File: config.mk
export PLATFORM = sky130hd
export DESIGN_NAME = mips_multicycle_control
export DESIGN_NICKNAME = d
export VERILOG_FILES = /design/src/rtl/mips_multicycle_control.sv
export SDC_FILE = /design/constraint.sdc
export NUM_CORES = 1
export LEC_CHECK = 0
export CORE_AREA = 2 2 45 47
export CTS_BUF_LIST = sky130_fd_sc_hd__clkbuf_8 sky130_fd_sc_hd__clkbuf_16
export DETAILED_ROUTE_END_ITERATION = 12
export DIE_AREA = 0 0 47 49
export PLACE_DENSITY = 0.8
export SLEW_MARGIN = 20
export SYNTH_ARGS = -nofsm -noshare
export SYNTH_HDL_FRONTEND = slang
export SYNTH_SLANG_ARGS = --single-unit
File: constraint.sdc
create_clock -name clk -period 2.1 [get_ports clk]
set_input_delay 0.63 -clock clk [delete_from_list [all_inputs] [get_ports clk]]
set_output_delay 0.63 -clock clk [all_outputs]
set_load 0.1 [all_outputs]
File: src/rtl/mips_multicycle_control.sv
// Multi-cycle MIPS main control: sequences each instruction from FETCH through
// writeback and drives datapath enables plus the ALU_op/funct_sel pair for ALUControl.
module mips_multicycle_control #(
  parameter bit ILLEGAL_TRAP = 1'b1
) (
  input  logic       clk,
  input  logic       rst,
  input  logic [5:0] opcode,
  input  logic       zero,
  output logic       pc_en,
  output logic       i_or_d,
  output logic       mem_read,
  output logic       mem_write,
  output logic       ir_write,
  output logic       mem_to_reg,
  output logic       reg_dst,
  output logic       reg_write,
  output logic       alu_src_a,
  output logic [1:0] alu_src_b,
  output logic [1:0] pc_source,
  output logic [1:0] ALU_op,
  output logic       funct_sel,
  output logic       illegal
);

  // state  | meaning
  // FETCH  | read instruction, PC <- PC + 4
  // DECODE | branch target into ALUOut, dispatch on opcode
  // MEMADR | effective address for LW/SW
  // MEMRD  | data memory read
  // MEMWB  | MDR into register file
  // MEMWR  | data memory write
  // RTEX   | R-type ALU operation
  // ALUWB  | R-type result into rd
  // BEQ    | compare, conditional PC load from ALUOut
  // IMMEX  | immediate ALU operation
  // IMMWB  | immediate result into rt
  // JUMP   | PC <- jump target
  // HALT   | trapped on illegal opcode, waits for reset
  typedef enum logic [3:0] {
    S_FETCH, S_DECODE, S_MEMADR, S_MEMRD, S_MEMWB, S_MEMWR, S_RTEX,
    S_ALUWB, S_BEQ, S_IMMEX, S_IMMWB, S_JUMP, S_HALT
  } state_t;

  localparam logic [5:0] OP_RTYPE = 6'b000000;
  localparam logic [5:0] OP_LW    = 6'b100011;
  localparam logic [5:0] OP_SW    = 6'b101011;
  localparam logic [5:0] OP_BEQ   = 6'b000100;
  localparam logic [5:0] OP_J     = 6'b000010;
  localparam logic [5:0] OP_ADDI  = 6'b001000;
  localparam logic [5:0] OP_ANDI  = 6'b001100;
  localparam logic [5:0] OP_ORI   = 6'b001101;

  state_t state, state_nxt;
  logic   started;
  logic   pc_write, pc_write_cond;

  // started holds off the first FETCH until one clock after reset release
  always_ff @(posedge clk or posedge rst) begin
    if (rst) begin
      state   <= S_FETCH;
      started <= 1'b0;
    end else begin
      state   <= state_nxt;
      started <= 1'b1;
    end
  end

  always_comb begin
    state_nxt     = S_FETCH;
    pc_write      = 1'b0;
    pc_write_cond = 1'b0;
    i_or_d        = 1'b0;
    mem_read      = 1'b0;
    mem_write     = 1'b0;
    ir_write      = 1'b0;
    mem_to_reg    = 1'b0;
    reg_dst       = 1'b0;
    reg_write     = 1'b0;
    alu_src_a     = 1'b0;
    alu_src_b     = 2'b00;
    pc_source     = 2'b00;
    ALU_op        = 2'b00;
    funct_sel     = 1'b0;
    illegal       = 1'b0;
    if (started && !rst) begin
      case (state)
        S_FETCH: begin
          mem_read  = 1'b1;
          ir_write  = 1'b1;
          alu_src_b = 2'b01;
          pc_write  = 1'b1;
          state_nxt = S_DECODE;
        end
        S_DECODE: begin
          alu_src_b = 2'b11;
          case (opcode)
            OP_LW, OP_SW:            state_nxt = S_MEMADR;
            OP_RTYPE:                state_nxt = S_RTEX;
            OP_BEQ:                  state_nxt = S_BEQ;
            OP_J:                    state_nxt = S_JUMP;
            OP_ADDI, OP_ANDI, OP_ORI: state_nxt = S_IMMEX;
            default: begin
              illegal   = 1'b1;
              state_nxt = ILLEGAL_TRAP ? S_HALT : S_FETCH;
            end
          endcase
        end
        S_MEMADR: begin
          alu_src_a = 1'b1;
          alu_src_b = 2'b10;
          state_nxt = (opcode == OP_LW) ? S_MEMRD : S_MEMWR;
        end
        S_MEMRD: begin
          mem_read  = 1'b1;
          i_or_d    = 1'b1;
          state_nxt = S_MEMWB;
        end
        S_MEMWB: begin
          reg_write  = 1'b1;
          mem_to_reg = 1'b1;
        end
        S_MEMWR: begin
          mem_write = 1'b1;
          i_or_d    = 1'b1;
        end
        S_RTEX: begin
          alu_src_a = 1'b1;
          ALU_op    = 2'b10;
          state_nxt = S_ALUWB;
        end
        S_ALUWB: begin
          reg_write = 1'b1;
          reg_dst   = 1'b1;
        end
        S_BEQ: begin
          alu_src_a     = 1'b1;
          ALU_op        = 2'b01;
          pc_source     = 2'b01;
          pc_write_cond = 1'b1;
        end
        S_IMMEX: begin
          alu_src_a = 1'b1;
          alu_src_b = 2'b10;
          // ANDI/ORI let ALUControl decode the opcode; ADDI is a plain add
          if (opcode != OP_ADDI) begin
            ALU_op    = 2'b10;
            funct_sel = 1'b1;
          end
          state_nxt = S_IMMWB;
        end
        S_IMMWB: reg_write = 1'b1;
        S_JUMP: begin
          pc_source = 2'b10;
          pc_write  = 1'b1;
        end
        S_HALT:  state_nxt = S_HALT;
        default: state_nxt = S_FETCH;
      endcase
    end
  end

  assign pc_en = pc_write | (pc_write_cond & zero);

endmodule
==> key figures, run 1 <==
Yosys
  – Per-instance average area after synthesis: 6.95 um2
  – Cell area after synthesis: 639 um2
  – Post-Synthesis Cells: 92
  – Cell type with the highest aggregate area in the netlist: sky130_fd_sc_hd__dfrtp_1
  – Share of the synthesized area in the top cell type: 0.196
  – Sequential fraction of the synthesis area: 0.196
  – Most area-consuming cells after synthesis: sky130_fd_sc_hd__dfrtp_1, sky130_fd_sc_hd__nor3_1, sky130_fd_sc_hd__nor2_1
  – Number of synthesized register bits: 5
  – Number of synthesis warnings: 0
  – Post-Syn Nets: 101
  – Distinct cell type count of the synthesized netlist: 35

CTS
  – CTS Root Buffer Type: sky130_fd_sc_hd__clkbuf_8
  – Clock sink count: 5
  – Number of buffers inserted by hold repair at cts: 0
  – Clock buffer count from CTS: 3
  – H-tree levels: 1
  – Clock buffer depth: 2
  – Post-CTS Setup Inserts: 10
  – Post-CTS resize count: 77

Place
  – Placer's final routability congestion estimate: 0.934
  – Port buffer count: 25
  – Placed wire-length estimate after detailed placement: 2140 um
  – Worst slack at placement: -739 ps

Run status
  – Result of the run: did not finish
  – First error message: [ERROR DPL-0033] detailed placement checks failed during check placement.
  – Last stage reached: clock tree synthesis

Floorplanning
  – Die outline height: 49 um
  – Initial core utilization: 0.347
  – I/O pin count: 26
  – Row cnt: 16
  – Chip Width: 47 um
[cell families after synthesis]
family / after synthesis / synth area share
AO/OA/AOI/OAI: 20 / 0.251
other: 1 / 0.00587
AND/OR/NAND/NOR: 55 / 0.456
multiplexers: 2 / 0.0333
flip-flops: 5 / 0.196
buffers and inverters: 9 / 0.0587
[per-stage QoR]
stage | hold WS, ps | cell area [um2] | utilization | setup TNS, ps | cells
2_1_floorplan | 396 | 892 | - | -5170 | 92
3_3_place_gp | 609 | 1520 | 0.826 | -7430 | 170
3_5_place_dp | 611 | 1520 | 0.826 | -8160 | 170
[cells in the mapped netlist]
master                       n
sky130_fd_sc_hd__a211oi_2    1
sky130_fd_sc_hd__nor3b_1     1
sky130_fd_sc_hd__and3_1      2
sky130_fd_sc_hd__o211ai_1    1
sky130_fd_sc_hd__nor4_1      2
sky130_fd_sc_hd__clkbuf_1    4
sky130_fd_sc_hd__a211o_1     1
sky130_fd_sc_hd__or2_1       2
sky130_fd_sc_hd__a2111oi_2   2
sky130_fd_sc_hd__dfrtp_1     5
sky130_fd_sc_hd__mux2_2      1
sky130_fd_sc_hd__and3b_2     1
sky130_fd_sc_hd__o2bb2ai_1   1
sky130_fd_sc_hd__nor4b_1     2
sky130_fd_sc_hd__o21ai_2     1
sky130_fd_sc_hd__mux2i_1     1
sky130_fd_sc_hd__nor2b_1     4
sky130_fd_sc_hd__and2_1      2
sky130_fd_sc_hd__conb_1      1
sky130_fd_sc_hd__a21oi_1     2
sky130_fd_sc_hd__o31ai_1     1
sky130_fd_sc_hd__buf_2       3
sky130_fd_sc_hd__o22ai_1     1
sky130_fd_sc_hd__o21ai_0     4
sky130_fd_sc_hd__o21ai_1     1
sky130_fd_sc_hd__nand3_1     2
sky130_fd_sc_hd__nand2_1     5
sky130_fd_sc_hd__nor2_1     14
sky130_fd_sc_hd__nor3_1     14
sky130_fd_sc_hd__inv_1       2
sky130_fd_sc_hd__a32oi_1     1
sky130_fd_sc_hd__o22a_1      2
sky130_fd_sc_hd__a21o_2      1
sky130_fd_sc_hd__and3_4      1
sky130_fd_sc_hd__nand2b_1    3
==> inputs of run 2 (changes only) <==
CORE_AREA = 2 2 63 65   (was 2 2 45 47)
CTS_BUF_LIST = not set   (was sky130_fd_sc_hd__clkbuf_8 sky130_fd_sc_hd__clkbuf_16)
DIE_AREA = 0 0 65 67   (was 0 0 47 49)
PLACE_DENSITY = not set   (was 0.8)
PLACE_DENSITY_LB_ADDON = 0.15   (was not set)
clock period = 2.73 ns   (was 2.1 ns; I/O delays follow)
==> key figures, run 2 <==
Run status
  – Result of the run: finished clean

Timing
  – Unrepaired setup endpoints after global routing: false
  – Final worst clock skew: 2.80 ps
  – Achievable clock frequency: 373 MHz
  – Final slew viol count: 0
  – Number of endpoints failing setup at the final stage: 0
  – Crit path time final: 2680 ps
  – Final hold violations: 0
  – Ratio of final minimum period to clock period: 0.981

Yosys
  – Cell type with the highest aggregate area in the netlist: sky130_fd_sc_hd__dfrtp_1
  – Share of the synthesized area in the top cell type: 0.196
  – Distinct cell type count of the synthesized netlist: 35
  – Number of synthesis warnings: 0
  – Asr flop ratio synth: 1.00
  – Cell area after synthesis: 639 um2
  – Number of flops mapped to enable cells by yosys: 0
  – Sequential fraction of the synthesis area: 0.196
  – Leading cell types by count after synthesis: sky130_fd_sc_hd__nor2_1, sky130_fd_sc_hd__nor3_1, sky130_fd_sc_hd__dfrtp_1, sky130_fd_sc_hd__nand2_1
  – Top_reg_cell synth: sky130_fd_sc_hd__dfrtp_1
  – Per-instance average area after synthesis: 6.95 um2
  – Number of synthesized register bits: 5
  – Most area-consuming cells after synthesis: sky130_fd_sc_hd__dfrtp_1, sky130_fd_sc_hd__nor3_1, sky130_fd_sc_hd__nor2_1
  – Post-Synthesis Cells: 92
  – Post-Syn Nets: 101

Final layout
  – Most frequent standard cell in the layout excluding fill and tap cells: sky130_fd_sc_hd__buf_4
  – Share of post-route cells with drive strength above 1: 0.651
  – Number of flip-flops under the largest register name: 4
  – Non-filler instance count after layout: 194
  – Largest registers in the final layout: state x4, started x1
  – NumNets Final: 156
  – Register with the most flip-flops: state
  – Commonest cells after routing, fill and taps aside: sky130_fd_sc_hd__buf_4, sky130_fd_sc_hd__buf_12, sky130_fd_sc_hd__nor3_4
  – Layout overhead on the synthesized area: 156%
  – Number of antenna repair diodes: 0

CTS
  – Clock buffer count from CTS: 3
  – CTS tree: built
  – Clock transition at the register clock pins on the worst setup and hold paths after CTS: 40 ps
  – Latest clock arrival within the worst-skew pair: 220 ps
  – Number of buffers inserted by hold repair at cts: 0
  – H-tree levels: 1
  – CTS Root Buffer Type: sky130_fd_sc_hd__clkbuf_8
  – Clock sink count: 5
  – Clock buffer depth: 2

Power
  – Sequential Power Share: 0.206
  – Fraction of power spent switching nets: 0.367
  – Post-route total power: 407 uW
  – Worst IR drop on VDD: 148 uV
  – Power density over cell area: 248 nW/um2
  – Internal power of the cells: 257 uW
  – Clock group share of total power: 0.330
  – Proportion of power drawn by combinational gates: 0.464
  – Switching power total: 149 uW
  – Leakage power total: 0.663 nW

Run
  – Maximum Capacitance Violations: 0

Min path
  – Endpoint, Worst Hold: state[0]
  – Hold Path Cell Cnt: 1
  – Hold wc startpoint: state[3]
  – Hold/Removal Path Class: register to register

Place
  – Placer's final routability congestion estimate: 0.832
  – Placed wire-length estimate after detailed placement: 1780 um
  – Dpl cells: 177
  – Port buffer count: 25

Routing
  – Total length of routed wires: 2620 um
  – Drt first pass iters: 4
  – Vias per Instance: 4.77
  – Detail Route Antenna Nets: 0
  – Violation count after the first detailed-route iteration: 23
  – Via total after detailed routing: 926
  – Avg WL per Cell: 13.5 um
  – Post-route DRC: 0

Setup path
  – Reg-to-reg critical path endpoint: state[1]
  – Family of cells with the greatest summed delay on the critical path: buffers and inverters
  – Delay contributed by the slowest stage of the critical path: 360 ps
  – Reg2Reg Launch Point: state[0]
  – Cell depth of the worst setup path: 5
  – Highest fanout seen on the critical path: 2
  – Startpoint kind of the worst setup timing path: input port
  – WS Path Type: input port to output pin
  – Critical path, cell by cell: dlygate4sd2_1, nor3_2, a2111oi_4, and2_4, buf_12
  – CP Buf/Inv Count: 2
  – Cells on worst reg2reg path: 4
  – Critical path arrival: 1860 ps
  – CP Data Required Time: 1910 ps
  – Critical path's slowest cell: sky130_fd_sc_hd__a2111oi_4
  – Setup slack of the worst register-to-register path: 1120 ps
  – Crit. End Element: output pin

Floorplanning
  – Area of the die: 4360 um2
  – I/O pin count: 26
  – Placeable Area: 3610 um2
  – Initial core utilization: 0.177
  – Row cnt: 22
  – Chip Width: 65 um
  – Die outline height: 67 um

GRT
  – Via count of the first global-routing pass: 937
  – First-pass GRT wire length: 4370 um
  – Maximum number of pins on one net before global-route repair: 13
  – GRT Residual Overflow: 0
  – Aggregate global-route resource usage: 0.130
  – Number of antenna violations at the first check in global routing: 0
==> run 2: cell counts after synthesis <==
Identical to the previous run, type by type.
==> run 2: worst max path at each step <==
| stage | to | slack, ps | start |
|---|---|---|---|
| floorplan | mem_read | -250 | rst |
| detailed placement | illegal | -440 | opcode[3] |
| global route | illegal | 2 | opcode[4] |
| finish | illegal | 50 | opcode[4] |
| CTS | ALU_op[1] | 4 | opcode[5] |
| global placement | illegal | -420 | opcode[3] |
==> run 2: kinds of logic after synthesis <==
group | count (synthesis) | share of synthesized area
buffers and inverters | 9 | 0.0587
other | 1 | 0.00587
AOI/OAI and AO/OA | 20 | 0.251
and+or+nand+nor | 55 | 0.456
DFF | 5 | 0.196
muxes | 2 | 0.0333
==> run 2: power groups by stage <==
stage	Combinational, mW	Sequential (mW)	Clock (mW)
3_3_place_gp	0.162	0.0842	0
3_5_place_dp	0.162	0.0840	0
5_1_grt	0.199	0.0846	0.145
6_report	0.189	0.0839	0.134
2_1_floorplan	0.105	0.0793	0
4_1_cts	0.186	0.0834	0.138
==> run 2: timing repair <==
item | in CTS | in global routing
resized for setup | 31 | 10
hold endpoints to repair | 0 | 0
pin swaps | 10 | 9
buffers inserted | 12 | 0
gates cloned | 1 | 0
setup endpoints to repair | 17 | 10
==> run 2: area by class of cell <==
type / count / area [um2]
Clock buffer: 4 / 45.0
Fill cell: 366 / 1970
Inverter: 2 / 11.3
Multi-Input combinational cell: 78 / 723
Sequential cell: 5 / 126
Tap cell: 48 / 60.1
Timing Repair Buffer: 57 / 672
==> run 2: layer usage <==
| layer | track usage | vias up | routed length [um] |
|---|---|---|---|
| met5 | 0 | - | 0 |
| met4 | 0.0372 | 0 | 42 |
| met3 | 0.0220 | 4 | 119 |
| met2 | 0.249 | 35 | 1420 |
| met1 | 0.147 | 443 | 1040 |
| li1 | - | 444 | - |
==> run 2: metrics by stage <==
stage,hold slack [ps],setup slack (ps),area (um2),setup TNS [ps],utilization
detailed placement,619,-440,1420,-3260,0.392
global route,674,2.39,1640,0,0.454
finish,645,50.9,1640,0,0.454
global placement,628,-420,1420,-3150,0.392
floorplan,570,-248,846,-1480,-
CTS,635,3.62,1630,0,0.451
(Power assumes the default switching activity.)
==> inputs of run 3 (changes only) <==
PLACE_DENSITY = 0.47   (was not set)
PLACE_DENSITY_LB_ADDON = not set   (was 0.15)
==> key figures, run 3 (synthesized netlist as in run 2, its figures left out) <==
Run status
  – Result of the run: finished clean

Setup path
  – Family of cells with the greatest summed delay on the critical path: buffers and inverters
  – Highest fanout seen on the critical path: 4
  – CP Data Required Time: 1910 ps
  – Critical path's slowest cell: sky130_fd_sc_hd__dlygate4sd2_1
  – Critical path arrival: 1870 ps
  – CP most frequent cell: sky130_fd_sc_hd__buf_4
  – Crit. End Element: output pin
  – WS Path Type: input port to output pin
  – Delay contributed by the slowest stage of the critical path: 250 ps
  – Startpoint kind of the worst setup timing path: input port
  – CP Buf/Inv Count: 4
  – Critical path, cell by cell: dlygate4sd2_1, buf_4, nor2_2, buf_4, o21ai_2, and2_4, buf_12

Final layout
  – Register with the most flip-flops: state
  – Layout overhead on the synthesized area: 159%
  – Final core utilization: 0.460
  – Largest registers in the final layout: state x4, started x1
  – NumNets Final: 155
  – Number of antenna repair diodes: 0
  – Number of flip-flops under the largest register name: 4
  – Commonest cells after routing, fill and taps aside: sky130_fd_sc_hd__buf_4, sky130_fd_sc_hd__buf_12, sky130_fd_sc_hd__nor3_4
  – Share of post-route cells with drive strength above 1: 0.655
  – Number of inserted filler cells in the final layout: 335
  – Most frequent standard cell in the layout excluding fill and tap cells: sky130_fd_sc_hd__buf_4

Timing
  – Final slew viol count: 0
  – Final worst slack: 45.8 ps
  – Achievable clock frequency: 373 MHz
  – Final hold violations: 0
  – Crit path time final: 2680 ps
  – Ratio of final minimum period to clock period: 0.983
  – Unrepaired setup endpoints after global routing: true
  – Final worst clock skew: 1.34 ps
  – Hold slack: 618 ps
  – Number of endpoints failing setup at the final stage: 0

CTS
  – Number of buffers inserted by hold repair at cts: 0
  – Clock transition at the register clock pins on the worst setup and hold paths after CTS: 40 ps
  – Latest clock arrival within the worst-skew pair: 230 ps
  – Clock buffer count from CTS: 3
  – Clock sink count: 5
  – CTS tree: built
  – CTS Root Buffer Type: sky130_fd_sc_hd__clkbuf_8
  – Clock buffer depth: 2
  – H-tree levels: 1

GRT
  – Via count of the first global-routing pass: 904
  – First-pass GRT wire length: 4270 um
  – GRT Residual Overflow: 0
  – Number of antenna violations at the first check in global routing: 0
  – Aggregate global-route resource usage: 0.131
  – Maximum number of pins on one net before global-route repair: 13

Run
  – Maximum Capacitance Violations: 0

Power
  – Fraction of power spent switching nets: 0.370
  – Sequential Power Share: 0.203
  – Worst IR drop on VDD: 121 uV
  – Post-route total power: 414 uW
  – Leakage power total: 0.663 nW
  – Switching power total: 153 uW
  – Proportion of power drawn by combinational gates: 0.460
  – Clock group share of total power: 0.337
  – Power density over cell area: 250 nW/um2
  – Internal power of the cells: 261 uW

Floorplanning
  – Area of the die: 4360 um2
  – Placeable Area: 3610 um2
  – Chip Width: 65 um
  – Initial core utilization: 0.177
  – Die outline height: 67 um
  – Row cnt: 22
  – I/O pin count: 26

Routing
  – Detail Route Antenna Nets: 0
  – Vias per Instance: 4.62
  – Post-route DRC: 0
  – Drt first pass iters: 4
  – Met1 WL: 1030 um
  – Met3 WL post-DR: 126 um
  – Violation count after the first detailed-route iteration: 11
  – Total length of routed wires: 2530 um
  – Via total after detailed routing: 891
  – Uppermost layer routed: met4
  – Routed wl met2: 1260 um
  – Avg WL per Cell: 13.1 um

Place
  – Placer's final routability congestion estimate: 0.890
  – Port buffer count: 25
  – Worst slack at placement: -484 ps
  – Placed wire-length estimate after detailed placement: 1780 um

Min path
  – Hold/Removal Path Class: input port to asynchronous set/reset pin
## run 3: through the flow
| step | setup TNS [ps] | cells | instance area [um2] |
|---|---|---|---|
| 4_1_cts | 0 | 193 | 1630 |
| 3_5_place_dp | -3020 | 177 | 1420 |
| 3_3_place_gp | -3030 | 177 | 1420 |
| 6_report | 0 | 193 | 1660 |
| 5_1_grt | -30.9 | 193 | 1660 |
| 2_1_floorplan | -1480 | 92 | 846 |
## run 3: area by class of cell
type                    instances  area [um2]  area share
clock buffers                   4        45.0      0.0272
flip-flops and latches          5         126      0.0762
multi-input cells              78         727       0.438
well taps                      48        60.1      0.0362
inverters                       2        11.3     0.00679
repair buffers                 56         688       0.415
## run 3: worst register-to-register path: cells and delay by family (launching register included)
family                 cells  cell delay, ps
flip-flops                 1             570
AND/OR/NAND/NOR            1             190
AO/OA/AOI/OAI              2             480
buffers and inverters      1             180
## run 3: power groups by stage
stage               combinational, mW  sequential [mW]  clock (mW)
detailed placement              0.163           0.0839           0
CTS                             0.185           0.0834       0.143
global placement                0.161           0.0839           0
finish                          0.191           0.0839       0.140
floorplan                       0.105           0.0793           0
global route                    0.202           0.0847       0.150
## run 3: per-layer routing
metal,GRT usage,vias up
met5,0,-
met4,0.0718,0
li1,-,446
met1,0.153,403
met3,0.0236,11
met2,0.224,31
## run 3: final timing paths
| path | from | endpoint | slack (ps) | depth (start not counted) |
|---|---|---|---|---|
| hold / removal | rst | started | 620 | 3 |
| setup reg to reg | state[0] | state[1] | 1220 | 4 |
| min in group clk | state[3] | state[0] | 630 | 1 |
| max in group asynchronous | rst | state[1] | 2000 | 3 |
| setup / recovery | opcode[4] | illegal | 50 | 7 |
| hold reg to reg | state[3] | state[0] | 630 | 1 |
## run 3: what timing repair did
item	CTS	global route
resized for setup	33	16
endpoints found under the setup margin	17	13
buffers inserted	11	1
gates cloned	1	0
pin swaps	11	13
==> inputs of run 4 (changes only) <==
GPL_ROUTABILITY_DRIVEN = 0   (was not set)
==> results of run 4 <==
No change in the layout: final DEF, timing and power equal those of run 3.
